## src/rtl/fir_mac_filter_if.sv

```systemverilog
// Sample/result handshakes and coefficient write port of the time-multiplexed FIR.
// AW must equal $clog2(TAPS) of the attached filter.
interface fir_mac_filter_if #(
  parameter int N  = 32,
  parameter int AW = 3
);
  logic                 coef_wr;
  logic [AW-1:0]        coef_addr;
  logic signed [N-1:0]  coef_data;
  logic                 x_valid;
  logic                 x_ready;
  logic signed [N-1:0]  x_in;
  logic                 y_valid;
  logic                 y_ready;
  logic signed [N-1:0]  y_out;

  modport master (
    output coef_wr, coef_addr, coef_data, x_valid, x_in, y_ready,
    input  x_ready, y_valid, y_out
  );
  modport slave (
    input  coef_wr, coef_addr, coef_data, x_valid, x_in, y_ready,
    output x_ready, y_valid, y_out
  );
endinterface

```

## src/rtl/fir_mac_filter.sv

```systemverilog
// TAPS-deep FIR using one shared MAC iterated over all taps per accepted sample.
// Sample in / result out via valid-ready; coefficients writable only while idle.
module fir_mac_filter #(
  parameter int N     = 32,
  parameter int TAPS  = 8,
  parameter int SHIFT = 0,
  localparam int ACC_W = 2*N + $clog2(TAPS),
  localparam int AW    = $clog2(TAPS)
) (
  input  logic clk,
  input  logic rst,
  input  logic ena,
  input  logic clr,
  fir_mac_filter_if.slave bus
);

  typedef enum logic [1:0] {IDLE, MAC, OUT} state_t;

  state_t                  state, state_nxt;
  logic signed [N-1:0]     d [TAPS];
  logic signed [N-1:0]     c [TAPS];
  logic signed [ACC_W-1:0] acc, sum_nxt;
  logic signed [2*N-1:0]   prod;
  logic [AW-1:0]           k;
  logic signed [N-1:0]     y_q;
  logic                    accept, coef_ok, last;

  // Arithmetic shift then clamp to the N-bit signed range.
  function automatic logic signed [N-1:0] sat(input logic signed [ACC_W-1:0] v);
    logic signed [ACC_W-1:0] s;
    s = v >>> SHIFT;
    if ((&s[ACC_W-1:N-1]) || !(|s[ACC_W-1:N-1]))
      return s[N-1:0];
    return s[ACC_W-1] ? {1'b1, {(N-1){1'b0}}} : {1'b0, {(N-1){1'b1}}};
  endfunction

  assign prod    = (2*N)'(d[k]) * (2*N)'(c[k]);
  assign sum_nxt = acc + ACC_W'(prod);
  assign last    = (k == AW'(TAPS-1));
  assign accept  = ena && bus.x_valid && (state == IDLE);
  assign coef_ok = ena && bus.coef_wr && (state == IDLE) &&
                   ({1'b0, bus.coef_addr} < (AW+1)'(TAPS));
  assign bus.y_out = y_q;

  always_ff @(posedge clk or posedge rst) begin
    if (rst) state <= IDLE;
    else     state <= state_nxt;
  end

  always_comb begin
    state_nxt   = state;
    bus.x_ready = 1'b0;
    bus.y_valid = 1'b0;
    case (state)
      IDLE: begin
        bus.x_ready = ena;
        if (ena && bus.x_valid) state_nxt = MAC;
      end
      MAC:  if (ena && last) state_nxt = OUT;
      OUT: begin
        bus.y_valid = 1'b1;
        if (ena && bus.y_ready) state_nxt = IDLE;
      end
      default: state_nxt = IDLE;
    endcase
  end

  always_ff @(posedge clk or posedge rst) begin
    if (rst) begin
      for (int i = 0; i < TAPS; i++) begin
        d[i] <= '0;
        c[i] <= '0;
      end
      acc <= '0;
      k   <= '0;
      y_q <= '0;
    end else if (ena) begin
      case (state)
        IDLE: begin
          if (coef_ok) c[bus.coef_addr] <= bus.coef_data;
          // clr wipes history; a sample accepted in the same cycle still lands in d[0]
          if (accept) begin
            d[0] <= bus.x_in;
            for (int i = 1; i < TAPS; i++) d[i] <= clr ? '0 : d[i-1];
            acc <= '0;
            k   <= '0;
          end else if (clr) begin
            for (int i = 0; i < TAPS; i++) d[i] <= '0;
          end
        end
        MAC: begin
          acc <= sum_nxt;
          if (last) begin
            k   <= '0;
            y_q <= sat(sum_nxt);
          end else begin
            k <= k + 1'b1;
          end
        end
        default: ;
      endcase
    end
  end

endmodule

```

## src/flat_wrapper.sv

```systemverilog
// flat-port wrapper written by rule: the top's interface ports become plain ports
module fir_mac_filter_flat 
#(
  parameter int N     = 32,
  parameter int TAPS  = 8,
  parameter int SHIFT = 0,
  localparam int ACC_W = 2*N + $clog2(TAPS),
  localparam int AW    = $clog2(TAPS)
)
  (clk, rst, ena, clr, bus_coef_wr, bus_coef_addr, bus_coef_data, bus_x_valid, bus_x_in, bus_y_ready, bus_x_ready, bus_y_valid, bus_y_out);
  fir_mac_filter_if #(.N(N)) bus_i ();
  input  logic clk;
  input  logic rst;
  input  logic ena;
  input  logic clr;
  input wire logic [$bits(bus_i.coef_wr)-1:0] bus_coef_wr;
  input wire logic [$bits(bus_i.coef_addr)-1:0] bus_coef_addr;
  input wire logic [$bits(bus_i.coef_data)-1:0] bus_coef_data;
  input wire logic [$bits(bus_i.x_valid)-1:0] bus_x_valid;
  input wire logic [$bits(bus_i.x_in)-1:0] bus_x_in;
  input wire logic [$bits(bus_i.y_ready)-1:0] bus_y_ready;
  output wire logic [$bits(bus_i.x_ready)-1:0] bus_x_ready;
  output wire logic [$bits(bus_i.y_valid)-1:0] bus_y_valid;
  output wire logic [$bits(bus_i.y_out)-1:0] bus_y_out;
  assign bus_i.coef_wr = bus_coef_wr;
  assign bus_i.coef_addr = bus_coef_addr;
  assign bus_i.coef_data = bus_coef_data;
  assign bus_i.x_valid = bus_x_valid;
  assign bus_i.x_in = bus_x_in;
  assign bus_i.y_ready = bus_y_ready;
  assign bus_x_ready = bus_i.x_ready;
  assign bus_y_valid = bus_i.y_valid;
  assign bus_y_out = bus_i.y_out;
  fir_mac_filter #(.N(N), .TAPS(TAPS), .SHIFT(SHIFT)) u_core (.clk(clk), .rst(rst), .ena(ena), .clr(clr), .bus(bus_i));
endmodule
```

## config.mk

```make
export PLATFORM = sky130hd
export DESIGN_NAME = fir_mac_filter_flat
export DESIGN_NICKNAME = d
export VERILOG_FILES = /design/src/rtl/fir_mac_filter_if.sv /design/src/rtl/fir_mac_filter.sv /design/src/flat_wrapper.sv
export SDC_FILE = /design/constraint.sdc
export NUM_CORES = 2
export LEC_CHECK = 0
export CORE_MARGIN = 10
export CORE_UTILIZATION = 60
export DETAILED_ROUTE_END_ITERATION = 16
export PLACE_DENSITY = 0.77
export SLEW_MARGIN = 5
export SYNTH_ARGS = -nofsm -noshare
export SYNTH_HDL_FRONTEND = slang
export SYNTH_SLANG_ARGS = --single-unit
```

## constraint.sdc

```tcl
create_clock -name clk -period 38.5 [get_ports clk]
set_clock_uncertainty 0.15 [all_clocks]
set_input_delay 11.55 -clock clk [delete_from_list [all_inputs] [get_ports clk]]
set_output_delay 11.55 -clock clk [all_outputs]
set_load 0.02 [all_outputs]
```

After elaboration in Yosys (flattened, before gate mapping) --
Cells that the tools add are included.
Storage, ports and cells: bits in registers 616, input port bits 74, output and inout port bits 34
Operators by class: add/subtract/negate cells 2, $mul 1, order comparisons 3, equality and inequality tests 7, muxes and demuxes 36, bitwise gates (word level) 2, reductions and logical operators 19
Operator list (number):
- $mux 256 | 2
- $mux 32 | 15
- $bwmux 256 | 1
- $bmux 32 s3 | 2
- $pmux 67 s2 | 1
- $demux 32 s3 | 1
- $add 67x64->67 | 1
- $mux 67 | 1
- $mul 32x32->64 | 1
- $reduce_and 36->1 | 1
- $reduce_or 36->1 | 1
- $reduce_and 3->1 | 5
- $ge 4x4->1 const B | 2
- $ne 2x1->1 const B | 4
- $not 3->4 | 2
- $logic_and 1x1->1 | 7
- $mux 1 | 6
- $mux 2 | 3
- $mux 3 | 2
- $pmux 2 s3 | 1
- $pmux 3 s2 | 1
- $lt 4x1->1 const B | 1
- $reduce_bool 2->1 | 2
- $add 3x1->3 const B | 1
- 6 further kinds | 6

Logic depth before layout (Yosys ltp) --
depth in word-level cells 14, depth in mapped cells 38

Worst setup path before layout --
No wires, ideal clock.
path kind input -> output, start point input ena, end point output bus_x_ready, arrival 12.282 ns, data required time 26.800 ns, path slack 14.518 ns, stages 1, path buffers 0, cells stage by stage nor3b_1
On the way: cells in the longest elaborated chain, start to end 1
Ends and longest elaborated chain:
- from (decl) | RTL line flat_wrapper.sv:14 | input logic ena;
- $mux 1 | RTL line fir_mac_filter.sv:54 | case (state)
- to (decl) | RTL line flat_wrapper.sv:22 | output wire logic [$bits(bus_i.x_ready)-1:0] bus_x_ready;
Every way passes these cells.

Final worst setup path --
Same ends and word-level chain as after synthesis.

==> results.ini <==
[outcome]
outcome = completed

[logic_synthesis]
synth-edff-count = 0
most_common_cell_in_the_synthesized_netlist = sky130_fd_sc_hd__fa_1
syn_area_mm2 = 0.0675
yosys.area.top_type_share_pct = 36.9
synthesis_stage_register_bit_count = 616
ys_top_cells_by_area = sky130_fd_sc_hd__fa_1 (37%), sky130_fd_sc_hd__dfrtp_1 (23%), sky130_fd_sc_hd__inv_1 (6.9%)
ys_seq_area_share_pct = 22.8
synth.top_cells.by_count = sky130_fd_sc_hd__fa_1 (1243), sky130_fd_sc_hd__inv_1 (1235), sky130_fd_sc_hd__nand2_1 (679)
avgSynthCellArea_um2 = 10.7
postSynthNetCount = 7846
synthArstFlopShare_pct = 100
yosys_most_used_dff = sky130_fd_sc_hd__dfrtp_1
post-synth-top-area-cell = sky130_fd_sc_hd__fa_1
yosysWarnings = 0
synth_cell_type_count = 76
netlist_instances = 6303

[routing]
drt-initial-drc-count = 4256
detailed_route_wire_length_per_cell_um = 25.0
routed_wl_mm = 194
routed_via_count = 47900
dr.pass1.iters = 8
route.antenna.remaining_nets = 0
drc_errors_left = 0
number_of_vias_per_cell = 6.17

[clocking]
ctsHoldBuffers = 0
reg_clk_slew_reported_paths_ps = 60
cts-root-buf = sky130_fd_sc_hd__clkbuf_16
cts-buffers-inserted = 66
cts_resized = 0
post-cts-setup-buffer-count = 0
clock_sink_count = 616
clock_tree_from_tritoncts = done
cts_max_path_buffers = 3
clk_latency_ps = 660
clock_tree.htree_level_count = 3

[sta]
final_hold_viol_count = 0
grt_setup_unrepaired = no
timing.final.crit_share_pct = 64.6
tightest_slew_ps = 1300
max_slew_margin_pct = 11.5
fmax_ghz = 0.0402
final.setup.tns_ps = 0
fin_crit_ps = 24860
slew_viol_final = 0
setup_viol_count_final = 0

[placed_design]
placement.cell_area_mm2 = 0.0702
place.gp.congestion = 1.04
detailedPlacementHpwl_mm = 148
buffer_ports.inserted = 107

[grt]
grt_usage_pct = 31.6
grt_antenna_before_repair = 6
global_route.overflow_total = 0
grt_start_max_net_pins = 124
grt_first_pass_wirelength_mm = 307
grt_pass1_vias = 52100

[job]
number_of_max_cap_violations = 0

[critical_path]
cp_startpoint_kind = input port
timing.setup.critical_path_class = input port to output port
worst_r2r_path_cells = 32
critPathSlowestCell = sky130_fd_sc_hd__clkdlybuf4s50_1
regToRegEndpoint = u_core.bus.y_out[0]
rr_startpoint = u_core.k[2]
critical_path.cell_chain = clkdlybuf4s50_1, nor3b_1, buf_4, clkdlybuf4s50_1
crit_required_ps = 26800
peak_fanout_along_the_critical_path = 7
cp_data_arrival_time_ps = 13160
critical_path.most_common_cell = sky130_fd_sc_hd__clkdlybuf4s50_1
max_stage_delay_ps = 620
reg2reg_slack_ps = 24360
endpoint_kind = output port

[min_path]
whs_path_depth = 2
worst_hold_path.endpoint = u_core.acc[13]
startpoint_of_the_tightest_hold_check_path = u_core.acc[13]
min-delay-path-class = register to register

[layout]
areaGrowthSynthToFinish_pct = 7.26
final_design_area_no_fill_mm2 = 0.0724
register_area_mm2 = 0.0154
layout-drive-gt1-share_pct = 11.7
area_occupied_by_multi_input_gates_mm2 = 0.0464
number_of_filler_instances_in_the_final_layout = 8428
final_net_count = 7780

[floorplanning]
die_area_mm2 = 0.126
initial_utilization_pct = 60.7
die_w_um = 355
top_level_ports = 108
placementRows = 122
floorplan.core_area_mm2 = 0.111
die_h_um = 355

-- cells by family after synthesis --
| logic type | count (synthesis) | share of synthesized area, % |
|---|---|---|
| buf+inv | 1576 | 8.82 |
| fa+ha+maj | 1469 | 41.1 |
| simple gates | 1408 | 8.67 |
| compound gates | 669 | 7.42 |
| flops | 616 | 22.8 |
| mux | 493 | 10.3 |
| xor+xnor | 72 | 0.945 |
-- worst max path at each step --
stage | start | end | slack (ps) | cells after the start
floorplan | rst | u_core.acc[0] | 9550 | 1
global placement | ena | bus_x_ready | 13610 | 4
detailed placement | ena | bus_x_ready | 13630 | 4
CTS | ena | bus_x_ready | 13630 | 4
global route | ena | bus_x_ready | 13560 | 4
finish | ena | bus_x_ready | 13640 | 4
-- layout make-up --
class | instances | area share, %
Clock inverter | 27 | 0.548
Tap cell | 1488 | 2.57
Clock buffer | 85 | 2.53
Antenna cell | 4 | 0.0138
Multi-Input combinational cell | 4111 | 64.1
Timing Repair Buffer | 205 | 2.51
Inverter | 1237 | 6.42
Sequential cell | 616 | 21.3
-- layout by cell type (no fill, tap or decap), types with 14 or more instances in the layout --
cell                              netlist  final
sky130_fd_sc_hd__xnor2_1               41     41
sky130_fd_sc_hd__a21oi_1               90     90
sky130_fd_sc_hd__o21ai_0              125    125
sky130_fd_sc_hd__mux2i_2                0     14
sky130_fd_sc_hd__o22ai_2               30     30
sky130_fd_sc_hd__a22o_1               263    263
sky130_fd_sc_hd__nand4_1               26     26
sky130_fd_sc_hd__o31ai_1               18     18
sky130_fd_sc_hd__clkdlybuf4s50_1        0    107
sky130_fd_sc_hd__mux2_2               311    311
sky130_fd_sc_hd__ha_1                 226    226
sky130_fd_sc_hd__a21o_1                19     19
sky130_fd_sc_hd__inv_1               1235   1233
sky130_fd_sc_hd__a211oi_1              14     14
sky130_fd_sc_hd__xor2_1                30     30
sky130_fd_sc_hd__buf_4                  0     97
sky130_fd_sc_hd__nand2_1              679    676
sky130_fd_sc_hd__dfrtp_1              616    613
sky130_fd_sc_hd__mux4_2               128    128
sky130_fd_sc_hd__mux2i_1               54     29
sky130_fd_sc_hd__nand3_1               54     53
sky130_fd_sc_hd__nor2_1               502    499
sky130_fd_sc_hd__fa_1                1243   1243
sky130_fd_sc_hd__clkbuf_16              0     66
sky130_fd_sc_hd__and2_1                36     35
-- worst max-delay path: cells and delay by family --
family                 cells  cell delay (ps)
buffers and inverters      3             1400
AND/OR/NAND/NOR            1              210
-- sequential cells by signal, indices dropped and copies added (netlist names) --
| register | cells |
|---|---|
| u_core.acc | 67 |
| u_core.d | 256 |
| u_core.state | 2 |
| u_core.c | 256 |
| u_core.k | 3 |
| u_core.bus.y_out | 32 |
-- layer usage --
metal / vias up / global-route usage [%] / part of all wire, %
met1: 25100 / 40.5 / 37
li1: 19700 / - / -
met4: 8 / 15.7 / 6.0
met3: 635 / 8.89 / 11
met2: 2541 / 49.5 / 46
met5: - / 0 / 0.036
-- through the flow --
| stage | worst slack (ps) | util, % | cells | hold slack (ps) |
|---|---|---|---|---|
| after floorplan | 9550 | - | 6303 | 286 |
| after global placement | 13610 | 63.1 | 7657 | 316 |
| after detailed placement | 13630 | 63.1 | 7657 | 325 |
| after CTS | 13630 | 65.1 | 7769 | 338 |
| after global routing | 13560 | 65.1 | 7770 | 361 |
| final | 13640 | 65.2 | 7773 | 335 |
Power is not shown: default switching activity piles up to over one toggle a cycle in this logic, so the estimate is an artifact.
